[config.mk]
export PLATFORM = sky130hd
export DESIGN_NAME = bpsk_demodulator
export DESIGN_NICKNAME = d
export VERILOG_FILES = /design/src/rtl/bpsk_demodulator.sv
export SDC_FILE = /design/constraint.sdc
export NUM_CORES = 1
export LEC_CHECK = 0
export ABC_AREA = 1
export BUFFER_PORTS_ARGS = -buffer_cell sky130_fd_sc_hd__buf_2
export CAP_MARGIN = 25
export CORE_ASPECT_RATIO = 2
export CORE_MARGIN = 2
export CORE_UTILIZATION = 33
export CTS_CLUSTER_DIAMETER = 150
export DETAILED_ROUTE_END_ITERATION = 7
export HOLD_SLACK_MARGIN = 0.15
export PLACE_DENSITY = 0.51
export SLEW_MARGIN = 5
export SYNTH_ARGS = -nofsm -noshare
export SYNTH_HDL_FRONTEND = slang
export SYNTH_SLANG_ARGS = --single-unit
export TNS_END_PERCENT = 50
[constraint.sdc]
create_clock -name CLK -period 2.4 [get_ports CLK]
set_input_delay 0.24 -clock CLK [delete_from_list [all_inputs] [get_ports CLK]]
set_output_delay 0.24 -clock CLK [all_outputs]
set_load 0.005 [all_outputs]
[src/rtl/bpsk_demodulator.sv]
// Coherent BPSK demodulator: square-wave correlation over SPS samples, one bit per symbol, MSB-first word assembly.
// Optional erasure flag for weak correlations is enabled by defining BPSK_DEMOD_ERASE_EN.
//
// state  | meaning
// IDLE   | waiting for a Flag-marked sample to start a symbol
// ACCUM  | correlating samples at phase 1..SPS-1
// DECIDE | one-cycle slot after the last sample; bit_valid is high
module bpsk_demodulator #(
  parameter int WIDTH     = 7,
  parameter int SPS       = 8,
  parameter int WORD      = 8,
  parameter int ERASE_THR = 16
) (
  input  logic             CLK,
  input  logic             RST_N,
  input  logic [WIDTH-1:0] sample_in,
  input  logic             sample_valid,
  input  logic             Flag,
  output logic             bit_out,
  output logic             bit_valid,
  output logic [WORD-1:0]  word_out,
  output logic             word_valid,
  output logic             sync_lost
`ifdef BPSK_DEMOD_ERASE_EN
  ,
  output logic             erase
`endif
);

  localparam int PW   = $clog2(SPS);
  localparam int ACCW = WIDTH + PW + 1;
  localparam int CW   = $clog2(WORD) + 1;

  if ((SPS < 4) || ((SPS & (SPS - 1)) != 0) || (ERASE_THR < 0)) begin : g_bad_param
    $error("bpsk_demodulator: SPS must be a power of two >= 4 and ERASE_THR non-negative");
  end

  typedef enum logic [1:0] {IDLE, ACCUM, DECIDE} state_t;

  state_t                 state_q, state_d;
  logic signed [ACCW-1:0] acc_q, acc_d;
  logic signed [ACCW-1:0] samp_ext, acc_sum;
  logic [PW-1:0]          phase_q, phase_d;
  logic [CW-1:0]          cnt_q, cnt_d;
  logic [WORD-1:0]        sr_q, sr_d, word_q, word_d;
  logic                   bit_q, bit_d, bv_q, bv_d, wv_q, wv_d, sl_q, sl_d;
  logic                   start, dec_bit;

  assign start    = sample_valid && Flag;
  assign samp_ext = {{(ACCW-WIDTH){sample_in[WIDTH-1]}}, sample_in};
  // MSB of phase selects the negative half of the reference square wave
  assign acc_sum  = phase_q[PW-1] ? (acc_q - samp_ext) : (acc_q + samp_ext);
  assign dec_bit  = acc_sum[ACCW-1];

`ifdef BPSK_DEMOD_ERASE_EN
  logic signed [ACCW-1:0] acc_mag;
  logic                   er_q, er_d;
  assign acc_mag = acc_sum[ACCW-1] ? -acc_sum : acc_sum;
`endif

  always_comb begin
    state_d = state_q;
    acc_d   = acc_q;
    phase_d = phase_q;
    cnt_d   = cnt_q;
    sr_d    = sr_q;
    word_d  = word_q;
    bit_d   = bit_q;
    bv_d    = 1'b0;
    wv_d    = 1'b0;
    sl_d    = 1'b0;
`ifdef BPSK_DEMOD_ERASE_EN
    er_d    = er_q;
`endif
    case (state_q)
      IDLE: begin
        if (start) begin
          acc_d   = samp_ext;
          phase_d = PW'(1);
          state_d = ACCUM;
        end
      end
      ACCUM: begin
        if (start) begin
          acc_d   = samp_ext;
          phase_d = PW'(1);
          sl_d    = 1'b1;
          cnt_d   = '0;
        end else if (sample_valid) begin
          acc_d = acc_sum;
          if (phase_q == PW'(SPS - 1)) begin
            // decision is registered on the last sample's edge so bit_valid lands in DECIDE
            state_d = DECIDE;
            phase_d = '0;
            bit_d   = dec_bit;
            bv_d    = 1'b1;
            sr_d    = WORD'({sr_q, dec_bit});
`ifdef BPSK_DEMOD_ERASE_EN
            er_d    = (acc_mag < ACCW'(ERASE_THR));
`endif
            if (cnt_q == CW'(WORD - 1)) begin
              cnt_d  = '0;
              word_d = WORD'({sr_q, dec_bit});
              wv_d   = 1'b1;
            end else begin
              cnt_d = cnt_q + CW'(1);
            end
          end else begin
            phase_d = phase_q + PW'(1);
          end
        end
      end
      DECIDE: begin
        // single-cycle slot: a Flag sample chains the next symbol, anything else falls back to IDLE
        if (start) begin
          acc_d   = samp_ext;
          phase_d = PW'(1);
          state_d = ACCUM;
        end else begin
          state_d = IDLE;
        end
      end
      default: state_d = IDLE;
    endcase
  end

  always_ff @(posedge CLK or negedge RST_N) begin
    if (!RST_N) begin
      state_q <= IDLE;
      acc_q   <= '0;
      phase_q <= '0;
      cnt_q   <= '0;
      sr_q    <= '0;
      word_q  <= '0;
      bit_q   <= 1'b0;
      bv_q    <= 1'b0;
      wv_q    <= 1'b0;
      sl_q    <= 1'b0;
    end else begin
      state_q <= state_d;
      acc_q   <= acc_d;
      phase_q <= phase_d;
      cnt_q   <= cnt_d;
      sr_q    <= sr_d;
      word_q  <= word_d;
      bit_q   <= bit_d;
      bv_q    <= bv_d;
      wv_q    <= wv_d;
      sl_q    <= sl_d;
    end
  end

`ifdef BPSK_DEMOD_ERASE_EN
  always_ff @(posedge CLK or negedge RST_N) begin
    if (!RST_N) er_q <= 1'b0;
    else        er_q <= er_d;
  end
  assign erase = er_q;
`endif

  assign bit_out    = bit_q;
  assign bit_valid  = bv_q;
  assign word_out   = word_q;
  assign word_valid = wv_q;
  assign sync_lost  = sl_q;

endmodule
==> key figures <==
Worst setup path
  • R2r worst-path depth: 13
  • Crit path DAT: 2440 ps
  • Kind of critical path: flop to flop
  • Crit path max-delay family: compound AO/OA/AOI/OAI gates
  • CP bufs+invs: 3
  • Slowest cell on the critical path: dfrtp_1
  • Critical Path Start Type: flop
  • Critical path depth: 13
  • Crit path capture type: flop
  • Crit Path Max Fanout: 6
  • Crit-path cells: buf_4 -> a31oi_4 -> xor2_1 -> inv_1 -> ha_1 -> a21oi_1 -> buf_4 -> nor2_1 -> nor2_1 -> nand2_1 -> nand2_1 -> nand3_1 -> a21oi_1
  • Crit path required time: 2610 ps
  • CP max stage delay: 390 ps

Route
  • DRC errors left: 0
  • WL met2: 3410 microns
  • Drt initial violations: 61
  • Routed WL: 5990 microns
  • DRT met1 WL: 2240 microns
  • Average via count per standard cell: 4.73
  • Post-route ant nets: 0
  • Met3 WL: 161 microns
  • Top layer in use: met4
  • Drt pass-1 iters: 3
  • Routed wire per std cell: 13.5 microns
  • Via count: 2091

CTS
  • H-tree depth: 2
  • CTS Buf Count: 5
  • CTS max path bufs: 2
  • Post-CTS repair timing setup buffer count: 0
  • Reg clk slew, reported paths: 60 ps
  • Clk root buf: clkbuf_16
  • Clock sink count: 38
  • CTS tree: yes
  • Worst-Skew Late Latency: 280 ps

Logic synthesis
  • Synth Instances: 312
  • Post-synth top flop: dfrtp_1
  • Async SR Flop Fraction: 1.00
  • Synth Register Bits: 38
  • Syn Area/Cell: 7.62 sq um
  • Ys Warns: 0
  • Sequential fraction of the synthesis area: 0.400
  • Count of cell types in the netlist: 30
  • Syn_nets: 338
  • Post-synth EDFFs: 0
  • Mapped Area: 2380 sq um

Cells and area
  • Layout fillers: 713
  • NumNets Final: 377
  • Ratio of cells with drive above 1 in the final layout: 0.179
  • Final design utilization: 0.414
  • Register area: 951 sq um
  • Synth-to-Final Area Change: 20.8%
  • Ant diodes: 0
  • Multi-input logic area: 1230 sq um

Timing
  • FMAX: 448 MHz
  • Setup Skew: 4.59 ps
  • Hold Vio Cnt, Final: 0
  • RSZ-0062 raised after global routing: true
  • Min setup slack post-route: 168 ps
  • Final-report setup violation count: 0
  • Final setup TNS: 0 ps
  • Slew HR: 0.644
  • Slew Viols, Final: 0
  • Crit path time final: 2230 ps
  • Hold_ws: 223 ps
  • Period utilization: 0.930
  • Slew @ Worst Pin: 534 ps

Die
  • Initial Util: 0.343
  • Die Height: 124 microns
  • Core footprint: 6940 sq um
  • I/O Pins: 23
  • Core Rows: 43
  • Die Width: 64.0 microns
  • Die area: 7940 sq um

Global routing
  • Global-route wire length before repair: 9940 microns
  • Grt ovf: 0
  • Largest net degree at the start of global routing: 39
  • Tot GR Track Use: 0.168
  • Initial antenna violation count: 0
  • Vias in the first global route: 2127

Flow run
  • Max_cap viols: 0

Pwr
  • Power Dens Cells: 1220 nW/um^2
  • Peak supply drop: 561 uV
  • Lkg Pwr: 1.52 nW

Place
  • Routability congestion estimate: 0.855
  • Detailed Place HPWL: 4690 microns
  • Post-place setup slack: -20.5 ps
  • Port Buffers: 22

Status
  • Status: finished clean

Worst hold path
  • Hold Path Depth: 2
  • Min-delay worst type: input pin to flop
[final timing paths]
path	from	end	slack (ps)
max in group asynchronous	RST_N	word_out[6]	1450
min	Flag	state_q[1]	220
min in group asynchronous	RST_N	acc_q[7]	470
min reg2reg	word_out[2]	word_out[2]	480
max	phase_q[2]	acc_q[7]	170
max reg2reg	phase_q[2]	acc_q[7]	170
[registers in the layout, summed over array words and instances (netlist names)]
| register | count |
|---|---|
| acc_q | 11 |
| bit_valid | 1 |
| cnt_q | 4 |
| phase_q | 3 |
| sr_q | 7 |
| state_q | 2 |
| sync_lost | 1 |
| word_out | 8 |
| word_valid | 1 |
[layer usage]
| layer | vias up | global-route usage |
|---|---|---|
| li1 | 1076 | - |
| met1 | 979 | 0.160 |
| met2 | 26 | 0.332 |
| met3 | 10 | 0.0343 |
| met4 | 0 | 0.0774 |
| met5 | - | 0 |
[worst register-to-register path: cells and delay by family, from the launching register on]
kind	cells	cell delay, ps
AO/OA/AOI/OAI	3	530
AND/OR/NAND/NOR	5	380
adder cells (fa/ha/maj)	1	320
flip-flops	1	390
buffers and inverters	3	380
XOR/XNOR	1	160
[timing repair]
action,in CTS,in global routing
hold buffers,1,0
endpoints found under the hold margin,38,0
endpoints found under the setup margin,0,6
resized for setup,0,4
[cells in the mapped netlist (3+ instances only)]
| library cell | number | area, sq um |
|---|---|---|
| o21ai_0 | 24 | 120 |
| dfrtp_1 | 38 | 951 |
| buf_2 | 4 | 20.0 |
| o211ai_1 | 3 | 22.5 |
| nand3_1 | 14 | 70.1 |
| inv_1 | 48 | 180 |
| ha_1 | 14 | 175 |
| a21oi_1 | 19 | 95.1 |
| o21bai_1 | 4 | 30.0 |
| o21ai_2 | 7 | 61.3 |
| a31oi_1 | 4 | 25.0 |
| nor2_1 | 27 | 101 |
| nand2_1 | 77 | 289 |
| xor2_1 | 5 | 43.8 |
| inv_2 | 3 | 11.3 |
[metrics by stage]
step | total power (W) | cell area [sq um] | instances
CTS | 0.00353 | 2830 | 441
detailed placement | 0.00283 | 2670 | 432
finish | 0.00350 | 2870 | 442
global route | 0.00386 | 2870 | 442
floorplan | 0.00228 | 2380 | 312
global placement | 0.00280 | 2670 | 432
[area by class of cell]
cell class | instances | share of cell area
multi-input combinational | 218 | 0.427
sequential | 38 | 0.331
timing repair buffer | 37 | 0.0853
inverter | 51 | 0.0666
clock buffer | 7 | 0.0496
tap | 90 | 0.0392
clock inverter | 1 | 0.00174
[kinds of logic (layout without fill, tap and decap cells)]
kind of cell	Yosys count	count (layout)	synth area share
and+or+nand+nor	131	131	0.236
AOI/OAI and AO/OA	65	65	0.163
buffers and inverters	56	96	0.0936
DFF	38	38	0.400
adders and majority gates	15	15	0.0821
xor gates and xnor gates	7	7	0.0258
[cells in the final DEF (no fill, tap or decap), types with 2 or more instances in the layout]
cell	n
nor3_1	2
xor2_1	5
dfrtp_1	38
ha_1	14
xnor2_1	2
nor2_1	26
nand2_1	77
nand3_1	14
clkbuf_16	5
inv_2	3
nand4_1	2
o211ai_1	3
buf_2	22
nand3b_1	2
nand2_2	2
inv_1	48
buf_4	13
a21oi_1	18
nor2_4	2
o21ai_0	24
o21bai_1	4
o21ai_2	7
a31oi_1	3
nor2_2	2
[where the power goes]
part	switching (W)	leakage (nW)	internal [W]	total [W]
clock network	0.000255	0.0739	0.000412	0.000666
logic	0.00113	0.993	0.000735	0.00186
registers	0.000126	0.456	0.000842	0.000968
No activity file was read; power rests on OpenSTA's default activity.
